File: config.mk
export PLATFORM = sky130hd
export DESIGN_NAME = sram_rr_arbiter
export DESIGN_NICKNAME = d
export VERILOG_FILES = /design/src/rtl/sram_arb_pkg.sv /design/src/rtl/sram_rd_tag_pipe.sv /design/src/rtl/sram_rr_arbiter.sv
export SDC_FILE = /design/constraint.sdc
export NUM_CORES = 1
export LEC_CHECK = 0
export ABC_AREA = 1
export BUFFER_PORTS_ARGS = -buffer_cell sky130_fd_sc_hd__buf_2
export CORE_ASPECT_RATIO = 0.7
export CORE_MARGIN = 1
export CORE_UTILIZATION = 41
export CTS_CLUSTER_DIAMETER = 120
export DETAILED_ROUTE_END_ITERATION = 16
export PLACE_DENSITY = 0.94
export SKIP_LAST_GASP = 1
export SLEW_MARGIN = 20
export SYNTH_ARGS = -nofsm -noshare
export SYNTH_HDL_FRONTEND = slang
export SYNTH_SLANG_ARGS = --single-unit
File: constraint.sdc
create_clock -name clk -period 4.85 [get_ports clk]
set_clock_uncertainty 0.2 [all_clocks]
set_input_delay 0.7275 -clock clk [delete_from_list [all_inputs] [get_ports clk]]
set_output_delay 0.7275 -clock clk [all_outputs]
set_load 0.01 [all_outputs]
File: src/rtl/sram_arb_pkg.sv
// Shared types and defaults for the two-port SRAM round-robin arbiter.
package sram_arb_pkg;

  localparam int DEF_ADDR_W = 6;
  localparam int DEF_DATA_W = 8;

  // State names the owner of the most recently granted cycle.
  typedef enum logic [1:0] {
    ST_IDLE = 2'd0,
    ST_OWN0 = 2'd1,
    ST_OWN1 = 2'd2
  } arb_state_e;

  // Tag carried alongside an outstanding read so the data finds its way home.
  typedef struct packed {
    logic vld;
    logic port;
  } rd_tag_t;

endpackage

File: src/rtl/sram_rd_tag_pipe.sv
// Delay line that tracks outstanding reads for RD_LAT cycles, matching RAM latency.
module sram_rd_tag_pipe
  import sram_arb_pkg::*;
#(
  parameter int RD_LAT = 1
) (
  input  logic    clk,
  input  logic    rst,
  input  rd_tag_t i_tag,
  output rd_tag_t o_tag
);

  rd_tag_t r_pipe [RD_LAT];

  // Shift tags one stage per cycle; reset drops everything in flight.
  always_ff @(posedge clk) begin
    if (rst) begin
      for (int i = 0; i < RD_LAT; i++) r_pipe[i] <= '0;
    end else begin
      r_pipe[0] <= i_tag;
      for (int i = 1; i < RD_LAT; i++) r_pipe[i] <= r_pipe[i-1];
    end
  end

  assign o_tag = r_pipe[RD_LAT-1];

endmodule

File: src/rtl/sram_rr_arbiter.sv
// Round-robin arbiter sharing one single-port SRAM between two requesters,
// with bounded bursts and tagged read-data return.
module sram_rr_arbiter
  import sram_arb_pkg::*;
#(
  parameter int ADDR_W    = DEF_ADDR_W,
  parameter int DATA_W    = DEF_DATA_W,
  parameter int RD_LAT    = 1,
  parameter int MAX_BURST = 4
) (
  input  logic              clk,
  input  logic              rst,
  input  logic              req0,
  input  logic              req1,
  input  logic              we0,
  input  logic              we1,
  input  logic [ADDR_W-1:0] addr0,
  input  logic [ADDR_W-1:0] addr1,
  input  logic [DATA_W-1:0] wdata0,
  input  logic [DATA_W-1:0] wdata1,
  output logic              gnt0,
  output logic              gnt1,
  output logic              rvalid0,
  output logic              rvalid1,
  output logic [DATA_W-1:0] rdata0,
  output logic [DATA_W-1:0] rdata1,
  output logic              ram_we,
  output logic [ADDR_W-1:0] ram_addr,
  output logic [DATA_W-1:0] ram_din,
  input  logic [DATA_W-1:0] ram_dout
);

  localparam int CNT_W = $clog2(MAX_BURST + 1);

  arb_state_e       r_state;
  logic [CNT_W-1:0] r_cnt;
  logic             r_last;

  logic    w_gnt0, w_gnt1, w_under;
  rd_tag_t w_tag_in, w_tag_out;

  // Grant decision: owner keeps the port until its burst budget runs out
  // while the other side waits; from idle, contention goes to !last.
  always_comb begin
    w_gnt0  = 1'b0;
    w_gnt1  = 1'b0;
    w_under = (r_cnt < CNT_W'(MAX_BURST));
    if (!rst) begin
      case (r_state)
        ST_OWN0: begin
          if (req0 && (!req1 || w_under)) w_gnt0 = 1'b1;
          else if (req1)                  w_gnt1 = 1'b1;
        end
        ST_OWN1: begin
          if (req1 && (!req0 || w_under)) w_gnt1 = 1'b1;
          else if (req0)                  w_gnt0 = 1'b1;
        end
        default: begin
          if (req0 && req1) begin
            w_gnt0 = r_last;
            w_gnt1 = !r_last;
          end else begin
            w_gnt0 = req0;
            w_gnt1 = req1;
          end
        end
      endcase
    end
  end

  // Ownership FSM with saturating burst counter and last-winner memory.
  always_ff @(posedge clk) begin
    if (rst) begin
      r_state <= ST_IDLE;
      r_cnt   <= '0;
      r_last  <= 1'b1;
    end else if (w_gnt0) begin
      if (r_state == ST_OWN0) r_cnt <= w_under ? r_cnt + CNT_W'(1) : r_cnt;
      else                    r_cnt <= CNT_W'(1);
      r_state <= ST_OWN0;
      r_last  <= 1'b0;
    end else if (w_gnt1) begin
      if (r_state == ST_OWN1) r_cnt <= w_under ? r_cnt + CNT_W'(1) : r_cnt;
      else                    r_cnt <= CNT_W'(1);
      r_state <= ST_OWN1;
      r_last  <= 1'b1;
    end else begin
      r_state <= ST_IDLE;
      r_cnt   <= '0;
    end
  end

  // RAM port mux: winner's fields, zeros when nobody is granted.
  always_comb begin
    ram_we   = 1'b0;
    ram_addr = '0;
    ram_din  = '0;
    if (w_gnt0) begin
      ram_we   = we0;
      ram_addr = addr0;
      ram_din  = wdata0;
    end else if (w_gnt1) begin
      ram_we   = we1;
      ram_addr = addr1;
      ram_din  = wdata1;
    end
  end

  assign gnt0 = w_gnt0;
  assign gnt1 = w_gnt1;

  assign w_tag_in.vld  = (w_gnt0 && !we0) || (w_gnt1 && !we1);
  assign w_tag_in.port = w_gnt1;

  sram_rd_tag_pipe #(.RD_LAT(RD_LAT)) u_tag_pipe (
    .clk   (clk),
    .rst   (rst),
    .i_tag (w_tag_in),
    .o_tag (w_tag_out)
  );

  // Return demux; rst masks a tag still sitting at the pipe output.
  always_comb begin
    rvalid0 = w_tag_out.vld && !w_tag_out.port && !rst;
    rvalid1 = w_tag_out.vld &&  w_tag_out.port && !rst;
    rdata0  = rvalid0 ? ram_dout : '0;
    rdata1  = rvalid1 ? ram_dout : '0;
  end

endmodule
Yosys cells after proc, flatten, opt, wreduce, memory -nomap -nowiden
Memories as Yosys holds them, arrays and structs flattened.
Index checks and enable logic that the tools add are counted.

word-level totals
  register bits = 6
  RAM bits = 2
  bits of input ports = 42
  logic and storage cells = 65
  memories = 1

operators by class
  $add $sub $neg = 1
  magnitude comparators = 1
  eq/ne operators = 2
  muxes and demuxes = 34
  reduce and logical (&&, ||, !) cells = 22

memory list
  memory             depth  bits a word  rd ports  clocked after Yosys merged registers in  write ports  line                    text
  u_tag_pipe.r_pipe  1      2            1         0                                        1            sram_rd_tag_pipe.sv:13  rd_tag_t r_pipe [RD_LAT];

operators by type and width
  operator                                              count
  two-way mux 8 bit                                     4
  two-way mux 1 bit                                     19
  two-way mux 3 bit                                     5
  two-way mux 6 bit                                     2
  logical AND 1 bit                                     9
  zero test 1 bit                                       7
  two-way mux 2 bit                                     2
  one-hot mux 1 bit (2 select lines)                    2
  OR reduction 2 bit                                    2
  adder 3 x 1 -> 3 bit (second input constant)          1
  logical OR 1 bit                                      3
  < comparator 3 bit (second input constant)            1
  equality test 2 x 1 -> 1 bit (second input constant)  1
  equality test 2 bit (second input constant)           1
  nonzero test 2 bit                                    1

Depth between registers and ports, before layout
Gate-level depths: netlist of the first run.

  depth after elaboration = 9
  depth in mapped cells = 11
  depth with buffers taken out = 10

Modules after synthesis
A second synthesis of the first run with hierarchy kept.

second synthesis, totals
  cell total of the unflattened synthesis = 156
  area, all modules = 909.6 sq um

by module, submodules not included
  module            instances  cells an instance  area an instance (sq um)  sequential area each (sq um)
  sram_rr_arbiter   1          150                854.6                     120.1
  sram_rd_tag_pipe  1          6                  55.1                      40.0

Worst setup path before layout of the first run
OpenSTA, ideal clock, no wires.

  kind = input to output
  start = in req1
  end = out ram_addr[0]
  arrival time = 1.482 ns
  setup slack = 2.441 ns
  cell stages on the path = 7
  path buffers = 1
  cell sequence = inv_1 -> o211ai_2 -> nand2_4 -> nor2_8 -> buf_12 -> nand3_2 -> nand2_1

between the ends
  cells in the longest elaborated chain, start to end = 8
  elaborated cells between the ends (all ways) = 18
  classes of those cells = mux (13); reduce/logical (5)

RTL lines
  item                                  line                    text
  from (decl)                           sram_rr_arbiter.sv:14   input logic req1,
  zero test 1 bit                       sram_rr_arbiter.sv:51   if (req0 && (!req1 || w_under)) w_gnt0 = 1'b1;
  logical OR 1 bit                      sram_rr_arbiter.sv:51
  logical AND 1 bit                     sram_rr_arbiter.sv:51
  two-way mux 1 bit                     sram_rr_arbiter.sv:51
  one-hot mux 1 bit (2 select lines) *  sram_rr_arbiter.sv:49   case (r_state)
  two-way mux 1 bit *                   sram_rr_arbiter.sv:48   if (!rst) begin
  named net gnt1                        sram_rr_arbiter.sv:22   output logic gnt1,
  two-way mux 6 bit *                   sram_rr_arbiter.sv:102  end else if (w_gnt1) begin
  two-way mux 6 bit *                   sram_rr_arbiter.sv:98   if (w_gnt0) begin
  to (decl)                             sram_rr_arbiter.sv:28   output logic [ADDR_W-1:0] ram_addr,

The timed path passes the listed nets; every way through them passes the cells marked *.

Worst setup path in the final report of the first run
  start = reg r_state[0]
  end = out ram_din[4]

between the ends
  cells in the longest elaborated chain, start to end = 5
  elaborated cells between the ends (all ways) = 8
  classes of those cells = eq/ne (2); mux (6)

RTL lines
  item                                                                        line                    text
  from (decl)                                                                 sram_rr_arbiter.sv:35   arb_state_e r_state;
  from (signal assigned)                                                      sram_rr_arbiter.sv:74   r_state <= ST_IDLE;
  from (signal assigned)                                                      sram_rr_arbiter.sv:80   r_state <= ST_OWN0;
  from (signal assigned)                                                      sram_rr_arbiter.sv:85   r_state <= ST_OWN1;
  equality test 2 bit / equality test 2 x 1 -> 1 bit (equally long branches)  sram_rr_arbiter.sv:49
  one-hot mux 1 bit (2 select lines)                                          sram_rr_arbiter.sv:49
  two-way mux 1 bit                                                           sram_rr_arbiter.sv:48
  two-way mux 8 bit                                                           sram_rr_arbiter.sv:102
  two-way mux 8 bit *                                                         sram_rr_arbiter.sv:98
  to (decl)                                                                   sram_rr_arbiter.sv:29   output logic [DATA_W-1:0] ram_din,

Mark *: on every way between the ends. The rest lies on a longest branch, timed or not.

==> results list, run 1 <==
* Final critical path time including I/O delays and setup: 3.21 ns
- Power spread over the standard cell area amounts to 490 nW/um^2.
- Hold violation total from the final report: 0
- The total count of max-transition violations in the final report came to 0.
* Setup crit start kind: register
* H-tree levels: 1
- Yosys printed 0 warnings.
- The total overflow left after global routing is 0.
- The final layout contains 270 nets.
* Finish-stage setup viols: 0
- The first detailed-routing pass ran for 10 iterations.
- Skew-Pair Late Insertion Delay: 0.26 ns
- In this run the remaining antenna-violating nets after routing total 0.
- Pin placement for this block handled 77 I/O pins.
- Via count of the first global-routing pass: 793
* Fin crit share: 0.662
- Die Wd: 57.6 microns
- Together, buffers and inverters on the worst path number 4.
- Number of register bits inferred by synthesis: 8
* Total half-perimeter wirelength after legalization and detailed placement: 1.75 mm
- Global-route wire length before repair: 3.12 mm
* Final WL: 2.14 mm
- Net count after synthesis: 194
* Cells resized by post-CTS repair: 0
- Cts bufs inserted: 3
* Total negative setup slack: 0 ns
- Total vias in the final route: 1120
- Sinks on Clock Net: 8
- Number of antenna violations at the first check in global routing: 0
- Once layout is complete, the cells apart from fillers number 245.
- The mapped netlist covers 888 sq um.
- Clock tree synthesis selected as its root buffer the cell clkbuf_4.
* CTS tree: yes
- Hold-fix buffer count after cts: 0
- The congestion estimate from routability-driven global placement came to 0.793.
* Antenna diode instance count: 0
* Wire length per cell after detailed routing: 8.73 microns
- Among cell families on the critical path, the largest total delay comes from buffers and inverters.
- The die covers 2360 sq um.
- Floorplan row count: 13
* Per-instance average area after synthesis: 5.96 sq um
- In the final layout, the share of cells above drive strength 1 is 0.422.
- Post-CTS timing repair inserted 0 buffers for setup.
- Largest net degree at the start of global routing: 22
- Failing checks: DRC
- Per-cell via count in the routed design: 4.57
- For this run, the total global-route usage over all layers was measured as 0.181.
- Clock buffer depth: 2
* Highest clock rate: 312 MHz
* Placed Cells incl. Taps: 242
- MaxCap Viol Count: 0
- Placeable Area: 1950 sq um
- Remaining DRCs: 7
- Summed over all cells, the static leakage comes to 0.851 nW.
- Crit path kind: reg -> out
- Slowest Stage Delay on Critical Path: 0.43 ns
- The slowest stage of the critical path belongs to the cell inv_2.
- Reg clk slew, reported paths: 0.06 ns
- Worst setup EP type: primary output
* Height of the chip: 40.9 microns
- Result of the run: complete, but fails checks
* Largest fanout on the critical path: 21
- At the pin with the least slew margin, the transition time is 0.483 ns.
- At the worst endpoint, the arrival time is 2.28 ns.
- Number of DRC markers in iteration 0: 22
- Relative to the synthesized area, the layout overhead comes to 42.0%.
- By area the synthesized netlist is led by nand2_1, dfxtp_1, nand3_2, inv_1, nor2_1.
* Port-buffer cells: 76
- The share of synthesized area in the top cell type comes to 0.215.
* RSZ-0062 raised after global routing: false
* Worst-path cell chain: inv_1 -> ha_1 -> inv_1 -> nand3_1 -> nand3_2 -> inv_2 -> nand2_1 -> nand2_1 -> buf_2
- Starting density of the core: 0.455
- The min-delay analysis places its worst path in the category reg -> reg.
* Cell type contributing the most total cell area after synthesis: nand2_1
* Required time of the critical path: 3.92 ns
- Maximum vdd ir drop: 0.000298 V
* Number of different library cells in the post-synthesis netlist: 18
- After technology mapping, the gate count stands at 149.
- Of the synthesized area, sequential elements account for 0.180.
- Measured against its own limit, the worst slew margin works out to 0.677.
[Yosys cell counts]
cell type	number
nand2_1	51
nand3_1	14
inv_2	1
buf_4	2
buf_6	2
nand2_4	1
xor2_1	1
nor3_1	2
o211ai_2	1
ha_1	3
inv_1	25
nand3_2	11
mux2i_1	1
dfxtp_1	8
o21ai_0	1
nor2_8	1
nor2_1	23
buf_12	1
[layout by cell type (no fill, tap or decap)]
master / netlist / routed
buf_2: 0 / 76
clkbuf_4: 0 / 3
dfxtp_1: 8 / 8
ha_1: 3 / 3
inv_1: 25 / 25
inv_2: 1 / 1
mux2i_1: 1 / 1
nand2_1: 51 / 51
nand2_4: 1 / 1
nand3_1: 14 / 14
nand3_2: 11 / 11
nor2_1: 23 / 23
nor2_8: 1 / 1
nor3_1: 2 / 2
o211ai_2: 1 / 1
o21ai_0: 1 / 1
xor2_1: 1 / 1
[layer usage]
layer  GRT usage  vias up  part of all wire
li1            -      603                 -
met1       0.199      456              0.42
met2       0.343       57              0.46
met3      0.0662        4              0.11
met4      0.0549        0            0.0065
met5           0        -                 0
[where the power goes]
group          switching [mW]  internal [mW]
combinational           0.296          0.164
clock                  0.0255         0.0285
sequential             0.0123         0.0914
[cell families (layout without fill, tap and decap cells)]
group / Yosys count / after routing / share of synthesized area
AND/OR/NAND/NOR: 103 / 103 / 0.562
buffers and inverters: 31 / 105 / 0.175
flip-flops: 8 / 8 / 0.180
adder cells (fa/ha/maj): 3 / 3 / 0.0423
AO/OA/AOI/OAI: 2 / 2 / 0.0197
XOR/XNOR: 1 / 1 / 0.00986
multiplexers: 1 / 1 / 0.0113
[registers in the layout, indices dropped and copies added (netlist names)]
signal and flops:
r_cnt 3, r_last 1, r_state 2, u_tag_pipe.r_pipe 2
[per-stage QoR]
stage	instance area (sq um)	power, mW	utilization	setup WS, ns	hold slack (ns)
floorplan	888	0.475	-	2.44	0.293
global placement	1240	0.559	0.635	1.71	0.315
detailed placement	1240	0.567	0.635	1.67	0.323
CTS	1260	0.621	0.646	1.63	0.336
global route	1260	0.685	0.646	1.45	0.405
finish	1260	0.618	0.646	1.64	0.336
[worst paths after layout]
path                                        endpoint  cells past startpoint                   from  slack, ns
setup / recovery                          ram_din[4]                      9  r_state[0]$_SDFF_PP0_       1.64
hold / removal                   r_last$_SDFFE_PP1P_                      4    r_last$_SDFFE_PP1P_       0.34
setup reg to reg  u_tag_pipe.r_pipe[0][1]$_SDFF_PP0_                      8  r_state[0]$_SDFF_PP0_       2.71
hold reg to reg                  r_last$_SDFFE_PP1P_                      4    r_last$_SDFFE_PP1P_       0.34
[final cells by class]
| cell class | instances | area, sq um |
|---|---|---|
| well taps | 22 | 27.5 |
| multi-input cells | 110 | 573 |
| repair buffers | 76 | 380 |
| flip-flops and latches | 8 | 160 |
| inverters | 26 | 97.6 |
| fillers | 185 | 691 |
| clock buffers | 3 | 22.5 |
[worst min-delay path: stages, from the launching register on]
cell and delay [ns]:
dfxtp_1 0.31, inv_1 0.05, nand3_1 0.07, nand2_1 0.04, inv_1 0.04
Note: power is estimated with default switching activity, not from simulation.
==> run 2: changes to the inputs <==
Settings changed: ABC_AREA 1 to 0, CORE_UTILIZATION 41 to 32, PLACE_DENSITY 0.94 to 0.83.
Clock period 4.85 ns to 2.7 ns, I/O delays scaled along.
==> run 2 against run 1 <==
Net effect: the run now ends clean; count of clock-buffer cells in the layout unchanged; first-iteration DRC count decreased by 9.1%; die area increased by 13%; sequential power increased by 37%; critical endpoint is now ram_din[5]; hold slack got worse by 0.20 ns; sequential cell count unchanged; non-clock buffer count increased by 5; worst setup slack got worse by 1.6 ns.
==> results list, run 2 <==
- Result of the run: completed (was complete, but fails checks)
* Highest clock rate: 379 MHz
* Finish-stage setup viols: 0 (unchanged)
* Slowest Stage Delay on Critical Path: 0.33 ns (was 0.43 ns)
- The total routing resource utilization after global routing is 0.177 (was 0.181).
* Net count, final: 213 (was 270)
- Reg clk slew, reported paths: 0.05 ns (was 0.06 ns)
* Switching fraction of total power: 0.362 (was 0.540)
- The class of the most critical hold timing path is in -> reg (was reg -> reg).
- The most instantiated flip-flop cell in the synthesis netlist is dfxtp_1 (unchanged).
- Rel. slew slack: 0.554 (was 0.677)
- Clock buffer depth: 2 (unchanged)
- The DRC violation count after routing is 0 (was 7).
- The setup slack at placement came to 0.202 ns (was 1.67 ns).
- The fraction of layout instances using a drive strength above 1 is 0.608 (was 0.422).
- Most common library cell in the layout ignoring fill and taps: buf_2 (unchanged)
- Global-route wire length before repair: 3.49 mm (was 3.12 mm)
- The peak fanout along the critical path came to 8 (was 21).
* Area of the multi-input gates: 574 sq um (was 573 sq um)
- The number of DRC markers in iteration 0 was 20 (was 22).
- Combinational cell fraction of total power: 0.509 (was 0.745)
- Per-instance average area after synthesis: 9.14 sq um (was 5.96 sq um)
- The layout filler cell count is 197 (was 185).
- The final antenna-violating net count came to 0 (unchanged).
- Skew-Pair Late Insertion Delay: 0.26 ns (about the same)
- Number of register bits inferred by synthesis: 8 (unchanged)
* Number of different library cells in the post-synthesis netlist: 36 (was 18)
- The relative contribution of sequential cells to total power is 0.299 (was 0.168).
- Crit path kind: reg -> out (unchanged)
- The register cell area after layout is 163 sq um (was 160 sq um).
* Worst Max-Slew Pin Slew: 0.668 ns (was 0.483 ns)
* Final critical path time including I/O delays and setup: 2.64 ns
* Netlist Area Pre-Place: 786 sq um (was 888 sq um)
* Internal power of the cells: 303 uW (was 284 uW)
* Critical-path cell with the highest stage delay: dfxtp_2 (was inv_2)
- Registers with the most flip-flops: r_cnt: 3 flops, r_state: 2 flops, u_tag_pipe.r_pipe: 2 flops (unchanged).
- The minimum hold slack was 0.136 ns (was 0.336 ns).
- Total negative setup slack: 0 ns (unchanged)
* Most frequently used cell type in the post-synthesis netlist: and2_1 (was nand2_1)
* Fin crit share: 0.977
* Starting density of the core: 0.353 (was 0.455)
- The power per cell area is 377 nW/um^2 (was 490 nW/um^2).
- Clock power frac: 0.192 (was 0.087)
- The full die area was 2660 sq um (was 2360 sq um).
* Final weighted congestion in routability-driven placement: 0.841 (was 0.793)
- The signed area change from the synthesized netlist to the final layout came to 60.4% (was 42.0%).
- The total number of vias is 964 (was 1120).
- The average wire per standard cell came to 13.1 microns (was 8.73 microns).
* Cts bufs inserted: 3 (unchanged)
* Height of the chip: 43.5 microns (was 40.9 microns)
- Total half-perimeter wirelength after legalization and detailed placement: 1.97 mm (was 1.75 mm)
* Family of cells with the greatest summed delay on the critical path: compound AO/OA/AOI/OAI gates (was buffers and inverters)
- Slack of the critical path: 0.0632 ns (was 1.64 ns)
* Worst-path cell chain: inv_1 -> ha_2 -> mux2_4 -> o221ai_4 -> buf_6 -> o21ai_4 -> clkinv_4 -> a22o_1 -> buf_2 (was inv_1 -> ha_1 -> inv_1 -> nand3_1 -> nand3_2 -> inv_2 -> nand2_1 -> nand2_1 -> buf_2)
* Synth Instances: 86 (was 149)
- Main area contributors after synthesis: dfxtp_1, a22o_1, and2_1, ha_1, nor2_1 (was nand2_1, dfxtp_1, nand3_2, inv_1, nor2_1)
* Placeable Area: 2220 sq um (was 1950 sq um)
- The number of endpoints with negative hold slack in the final report is 0 (unchanged).
- Setup crit start kind: register (unchanged)
- The cell accounting for the most synthesized area was dfxtp_1 (was nand2_1).
- H-tree levels: 1 (unchanged)
- Final WL: 2.60 mm (was 2.14 mm)
- Via count of the first global-routing pass: 825 (was 793)
- The residual overflow from global routing is 0 (unchanged).
- The sequential element share of the synthesized area came to 0.204 (was 0.180).
- The required time at the worst-slack endpoint came to 2.10 ns (was 3.92 ns).
* Proportion of synthesized flip-flops having asynchronous set or reset: 0 (unchanged)
* I/O pins: 77 (unchanged)
- Buffering stage count on the worst path with inverters included: 4 (unchanged)
- Number of detailed-route iterations in the first pass: 4 (was 10)
- The total number of yosys warnings is 0 (unchanged).
* Largest net degree at the start of global routing: 19 (was 22)
- Yosys top cell area share: 0.204 (was 0.215)
- The final antenna diode count was 0 (unchanged).
- Floorplan row count: 14 (was 13)
* Register with the highest flop count: r_cnt (unchanged)
- Port-buffer cells: 76 (unchanged)
- Hold-fix buffer count after cts: 0 (unchanged)
- Final Slew Violations: 0 (unchanged)
- Per-cell via count in the routed design: 4.87 (was 4.57)
* CTS tree: yes (unchanged)
- Sw Pwr: 172 uW (was 333 uW)
- The leakage dissipation came to 0.688 nW (was 0.851 nW).
- Maximum vdd ir drop: 0.000289 V (was 0.000298 V)
- Leading post-synthesis cells by instance count: and2_1, a22o_1, dfxtp_1 (was nand2_1, inv_1, nor2_1)
* EDFF count, synth: 0 (unchanged)
- The initial antenna violation count is 0 (unchanged).
- The final cell count without fillers came to 198 (was 245).
- The number of flip-flops in the largest register is 3 (unchanged).
- The clock tree root driver cell is clkbuf_4 (unchanged).
* Placed Cells incl. Taps: 191 (was 242)
- Arrival time reported for the critical path endpoint: 2.03 ns (was 2.28 ns)
* Worst setup EP type: primary output (unchanged)
- Leading cell types in the layout, fill and taps excluded: buf_2, and2_1, a22o_1, nor2_1, dfxtp_1 (was buf_2, nand2_1, inv_1, nor2_1, nand3_1)
- The TritonCTS sink count was 8 (unchanged).
- The number of max-capacitance violations reported is 0 (unchanged).
* Die Wd: 61.2 microns (was 57.6 microns)
- Net count after synthesis: 131 (was 194)
## run 2: worst reg2reg max path: stages, from the launching register on
cell      delay, ns
dfxtp_2        0.35
inv_1          0.05
ha_2           0.21
mux2_4         0.30
o221ai_4       0.24
buf_6          0.15
buf_4          0.12
nor3b_1        0.05
a31oi_1        0.22
nor2_1         0.08
## run 2: metrics by stage
stage | util | cell area, sq um | power [mW]
after floorplan | - | 786 | 0.280
after global placement | 0.525 | 1170 | 0.350
final | 0.566 | 1260 | 0.475
after CTS | 0.548 | 1220 | 0.460
after detailed placement | 0.525 | 1170 | 0.355
after global routing | 0.566 | 1260 | 0.505
## run 2: what timing repair did
| action | in CTS | in global routing |
|---|---|---|
| pin swaps | 1 | 4 |
| hold endpoints to repair | 0 | 0 |
| endpoints found under the setup margin | 15 | 15 |
| cloned | 0 | 1 |
| resized for setup | 2 | 5 |
| buffers inserted | 2 | 2 |
## run 2: path summary, 6_finish.rpt
check,startpoint,endpoint,slack [ns],cells past startpoint
worst max-delay path,r_state[1]$_SDFF_PP0_,ram_din[5],0.06,9
worst min register to register,r_cnt[1]$_SDFF_PP0_,r_cnt[1]$_SDFF_PP0_,0.32,2
worst max register to register,r_state[1]$_SDFF_PP0_,r_cnt[2]$_SDFF_PP0_,0.62,9
worst min-delay path,we0,u_tag_pipe.r_pipe[0][1]$_SDFF_PP0_,0.14,2
## run 2: area by class of cell
cell class / count / area share
Multi-Input combinational cell: 69 / 0.456
Timing Repair Buffer: 81 / 0.345
Sequential cell: 8 / 0.129
Tap cell: 32 / 0.0318
Clock buffer: 3 / 0.0179
Inverter: 4 / 0.0159
Timing Repair inverter: 1 / 0.00497
## run 2: layer usage
metal  GRT usage  routed length [microns]
met3      0.0537                      198
met1       0.192                      978
met5           0                        0
met2       0.326                     1370
met4      0.0545                       51
## run 2: power groups by stage
stage                     logic [mW]  clock network, mW  registers (mW)
final                          0.242             0.0912           0.142
after global routing           0.260              0.101           0.144
after CTS                      0.226             0.0931           0.141
after detailed placement       0.213                  0           0.143
after global placement         0.207                  0           0.142
after floorplan                0.140                  0           0.141
## run 2: logic make-up (layout without fill, tap and decap cells)
| logic type | Yosys count | count (layout) | share of synthesized area |
|---|---|---|---|
| and+or+nand+nor | 36 | 36 | 0.295 |
| AOI/OAI and AO/OA | 27 | 27 | 0.317 |
| buffers and inverters | 9 | 89 | 0.0939 |
| DFF | 8 | 8 | 0.204 |
| adders and majority gates | 3 | 3 | 0.0478 |
| muxes | 2 | 2 | 0.0318 |
| xor gates and xnor gates | 1 | 1 | 0.0111 |
==> run 3: changes to the inputs <==
==> constraint.sdc (replaced) <==
create_clock -name clk -period 2.7 [get_ports clk]
set_clock_uncertainty 0.2 [all_clocks]
set_input_delay 0.27 -clock clk [delete_from_list [all_inputs] [get_ports clk]]
set_output_delay 0.27 -clock clk [all_outputs]
set_load 0.01 [all_outputs]
==> run 3 against run 2 <==
Net effect: register-to-register slack about the same; sequential power about the same; combinational power down 3%; worst setup slack better by 0.026 ns; final cell count did not move; total power down 0.76%; routed wire length fell by 4.0%; sequential cell count unchanged; maximum frequency rose by 0.98%; non-clock buffer count is the same; global-route usage grew 0.084 points; utilization is 0.62 points lower.
==> results list, run 3 (same netlist as run 2, synthesis figures left out) <==
- Filler instances: 201 (was 197)
- Remaining DRCs: 0 (unchanged)
* H-tree levels: 1 (unchanged)
- The fraction of layout instances using a drive strength above 1 came to 0.602 (was 0.608).
- The clock tree root driver cell is clkbuf_4 (unchanged).
- The detailed-route wire length came to 2.49 mm (was 2.60 mm).
- Result of the run: completed (unchanged).
- The largest register by flop count was r_cnt (unchanged).
- The final antenna-violating net count is 0 (unchanged).
* Final critical path time including I/O delays and setup: 2.61 ns (was 2.64 ns)
- The final critical-path setup slack came to 0.0887 ns (was 0.0632 ns).
* Port-buffer cells: 76 (unchanged)
* Final weighted congestion in routability-driven placement: 0.864 (was 0.841)
- The core footprint was 2220 sq um (unchanged).
- The number of max-capacitance violations reported came to 0 (unchanged).
* Sinks on Clock Net: 8 (unchanged)
- Met2 routing resource usage after global routing: 0.317 (was 0.326)
- Leading cell types in the layout, fill and taps excluded: buf_2, and2_1, a22o_1, nor2_1, dfxtp_1 (unchanged)
- The busiest layer in global routing is met2 (unchanged).
- Worst-path cell chain: inv_1 -> ha_4 -> nand2b_4 -> or2_4 -> o31ai_4 -> o21ai_4 -> inv_4 -> a22o_1 -> buf_2 (was inv_1 -> ha_2 -> mux2_4 -> o221ai_4 -> buf_6 -> o21ai_4 -> clkinv_4 -> a22o_1 -> buf_2)
- The met1 usage came to 0.200 (was 0.192).
- Number of detailed-route iterations in the first pass: 4 (unchanged)
- The total routing resource utilization after global routing is 0.178 (was 0.177).
- The met3 global-route usage was 0.0567 (was 0.0537).
- The signed area change from the synthesized netlist to the final layout came to 58.6% (was 60.4%).
* CTS tree: yes (unchanged)
* Net count, final: 213 (unchanged)
* Hold violation total from the final report: 0 (unchanged)
* Number of antenna violations at the first check in global routing: 0 (unchanged)
- Minimum hold slack: 0.0956 ns (was 0.136 ns)
- Final Slew Violations: 0 (unchanged)
* Height of the chip: 43.5 microns (unchanged)
- Design Area, Final: 1250 sq um (was 1260 sq um)
- The class of the most critical hold timing path is in -> reg (unchanged).
* Worst setup EP type: primary output (unchanged)
- The largest voltage drop on the vdd net came to 0.000212 V (was 0.000289 V).
- The peak fanout along the critical path was 8 (unchanged).
- Floorplan row count: 14 (unchanged)
- The residual overflow from global routing is 0 (unchanged).
- The number of flip-flops in the largest register came to 3 (unchanged).
- The top-level port count is 77 (unchanged).
* Starting density of the core: 0.353 (unchanged)
* Power density of the placed cells: 379 nW/um^2 (was 377 nW/um^2)
- The clock-pin slew on the worst setup and hold paths is 0.06 ns (was 0.05 ns).
- The accumulated negative setup slack came to 0 ns (unchanged).
* Worst Max-Slew Pin Slew: 0.689 ns (was 0.668 ns)
* Required time of the critical path: 2.23 ns (was 2.10 ns)
- Skew-Pair Late Insertion Delay: 0.26 ns (about the same)
- The number of DRC markers in iteration 0 came to 38 (was 20).
- Rel. slew slack: 0.540 (was 0.554)
* Most common library cell in the layout ignoring fill and taps: buf_2 (unchanged)
- The maximum operating frequency is 383 MHz (was 379 MHz).
* Fin crit share: 0.967 (was 0.977)
- Setup crit start kind: register (unchanged)
- The final antenna diode count is 0 (unchanged).
- Die Wd: 61.2 microns (unchanged)
* Static Leak: 0.682 nW (was 0.688 nW)
* Total half-perimeter wirelength after legalization and detailed placement: 1.98 mm (was 1.97 mm)
- The slowest cell on the critical path is o31ai_4 (was dfxtp_2).
- The pin count of the biggest net entering global routing was 18 (was 19).
- Global-route wire length before repair: 3.47 mm (was 3.49 mm)
- The critical path arrival was 2.14 ns (was 2.03 ns).
- The critical setup path kind is reg -> out (unchanged).
- The detail-routed via count per cell is 4.93 (was 4.87).
- Clock buffer depth: 2 (unchanged)
- The placement-stage cell area is 1160 sq um (was 1170 sq um).
- The critical path's largest stage delay was 0.34 ns (was 0.33 ns).
- Registers with the most flip-flops: r_cnt: 3 flops, r_state: 2 flops, u_tag_pipe.r_pipe: 2 flops (unchanged).
* Post-placement setup slack: 0.277 ns (was 0.202 ns)
* Finish-stage setup viols: 0 (unchanged)
* Total vias in the final route: 977 (was 964)
* Wire length per cell after detailed routing: 12.6 microns (was 13.1 microns)
* Cts bufs inserted: 3 (unchanged)
- Via count of the first global-routing pass: 833 (was 825)
- The full die area is 2660 sq um (unchanged).
- Post-layout util: 0.560 (was 0.566)
==> run 3: cell count changes in the layout (fill, tap and decap cells not counted) <==
cell	previous run	this run
buf_12	1	0
buf_4	3	4
buf_6	1	0
dlygate4sd3_1	0	1
==> run 3: area by class of cell <==
type / count / area, sq um / share of cell area
sequential: 8 / 163 / 0.131
clock buffer: 3 / 22.5 / 0.0181
multi-input combinational: 69 / 574 / 0.461
inverter: 4 / 20.0 / 0.0161
timing repair inverter: 1 / 6.26 / 0.00502
timing repair buffer: 81 / 420 / 0.337
tap: 32 / 40.0 / 0.0321
==> run 3: critical path, delay by kind of cell, from the launching register on <==
family	cells	cell delay [ns]
AO/OA/AOI/OAI	3	0.61
flip-flops	1	0.33
AND/OR/NAND/NOR	2	0.39
buffers and inverters	3	0.30
adder cells (fa/ha/maj)	1	0.23
==> run 3: metrics by stage <==
step | cells | total power, mW
global placement | 190 | 0.346
floorplan | 86 | 0.280
finish | 198 | 0.472
global route | 198 | 0.507
CTS | 193 | 0.451
detailed placement | 190 | 0.354
==> run 3: what timing repair did <==
action / CTS / global route
hold buffers: 0 / 1
endpoints found under the hold margin: 0 / 1
gates resized for setup: 0 / 6
pin swaps: 1 / 4
setup buffers: 0 / 3
gates cloned: 0 / 1
endpoints found under the setup margin: 15 / 15
==> run 3: final timing paths <==
check,from,endpoint,slack [ns],cells past startpoint
worst max-delay path,r_state[0]$_SDFF_PP0_,ram_we,0.09,9
worst min-delay path,we1,u_tag_pipe.r_pipe[0][1]$_SDFF_PP0_,0.1,3
worst max register to register,r_state[0]$_SDFF_PP0_,u_tag_pipe.r_pipe[0][1]$_SDFF_PP0_,0.62,8
worst min register to register,r_cnt[1]$_SDFF_PP0_,r_cnt[1]$_SDFF_PP0_,0.30,2
==> run 3: where the power goes <==
| part | internal (mW) | total [mW] | leakage [nW] | switching [mW] |
|---|---|---|---|---|
| Sequential | 0.132 | 0.142 | 0.0665 | 0.0102 |
| Clock | 0.0512 | 0.0961 | 0.0138 | 0.0449 |
| Combinational | 0.114 | 0.234 | 0.602 | 0.120 |
| Total | 0.297 | 0.472 | 0.682 | 0.175 |
==> run 3: routing by layer <==
layer / part of all wire / vias to the layer above
met5: 0 / -
met2: 0.53 / 49
li1: - / 477
met1: 0.37 / 444
met3: 0.088 / 7
met4: 0.012 / 0
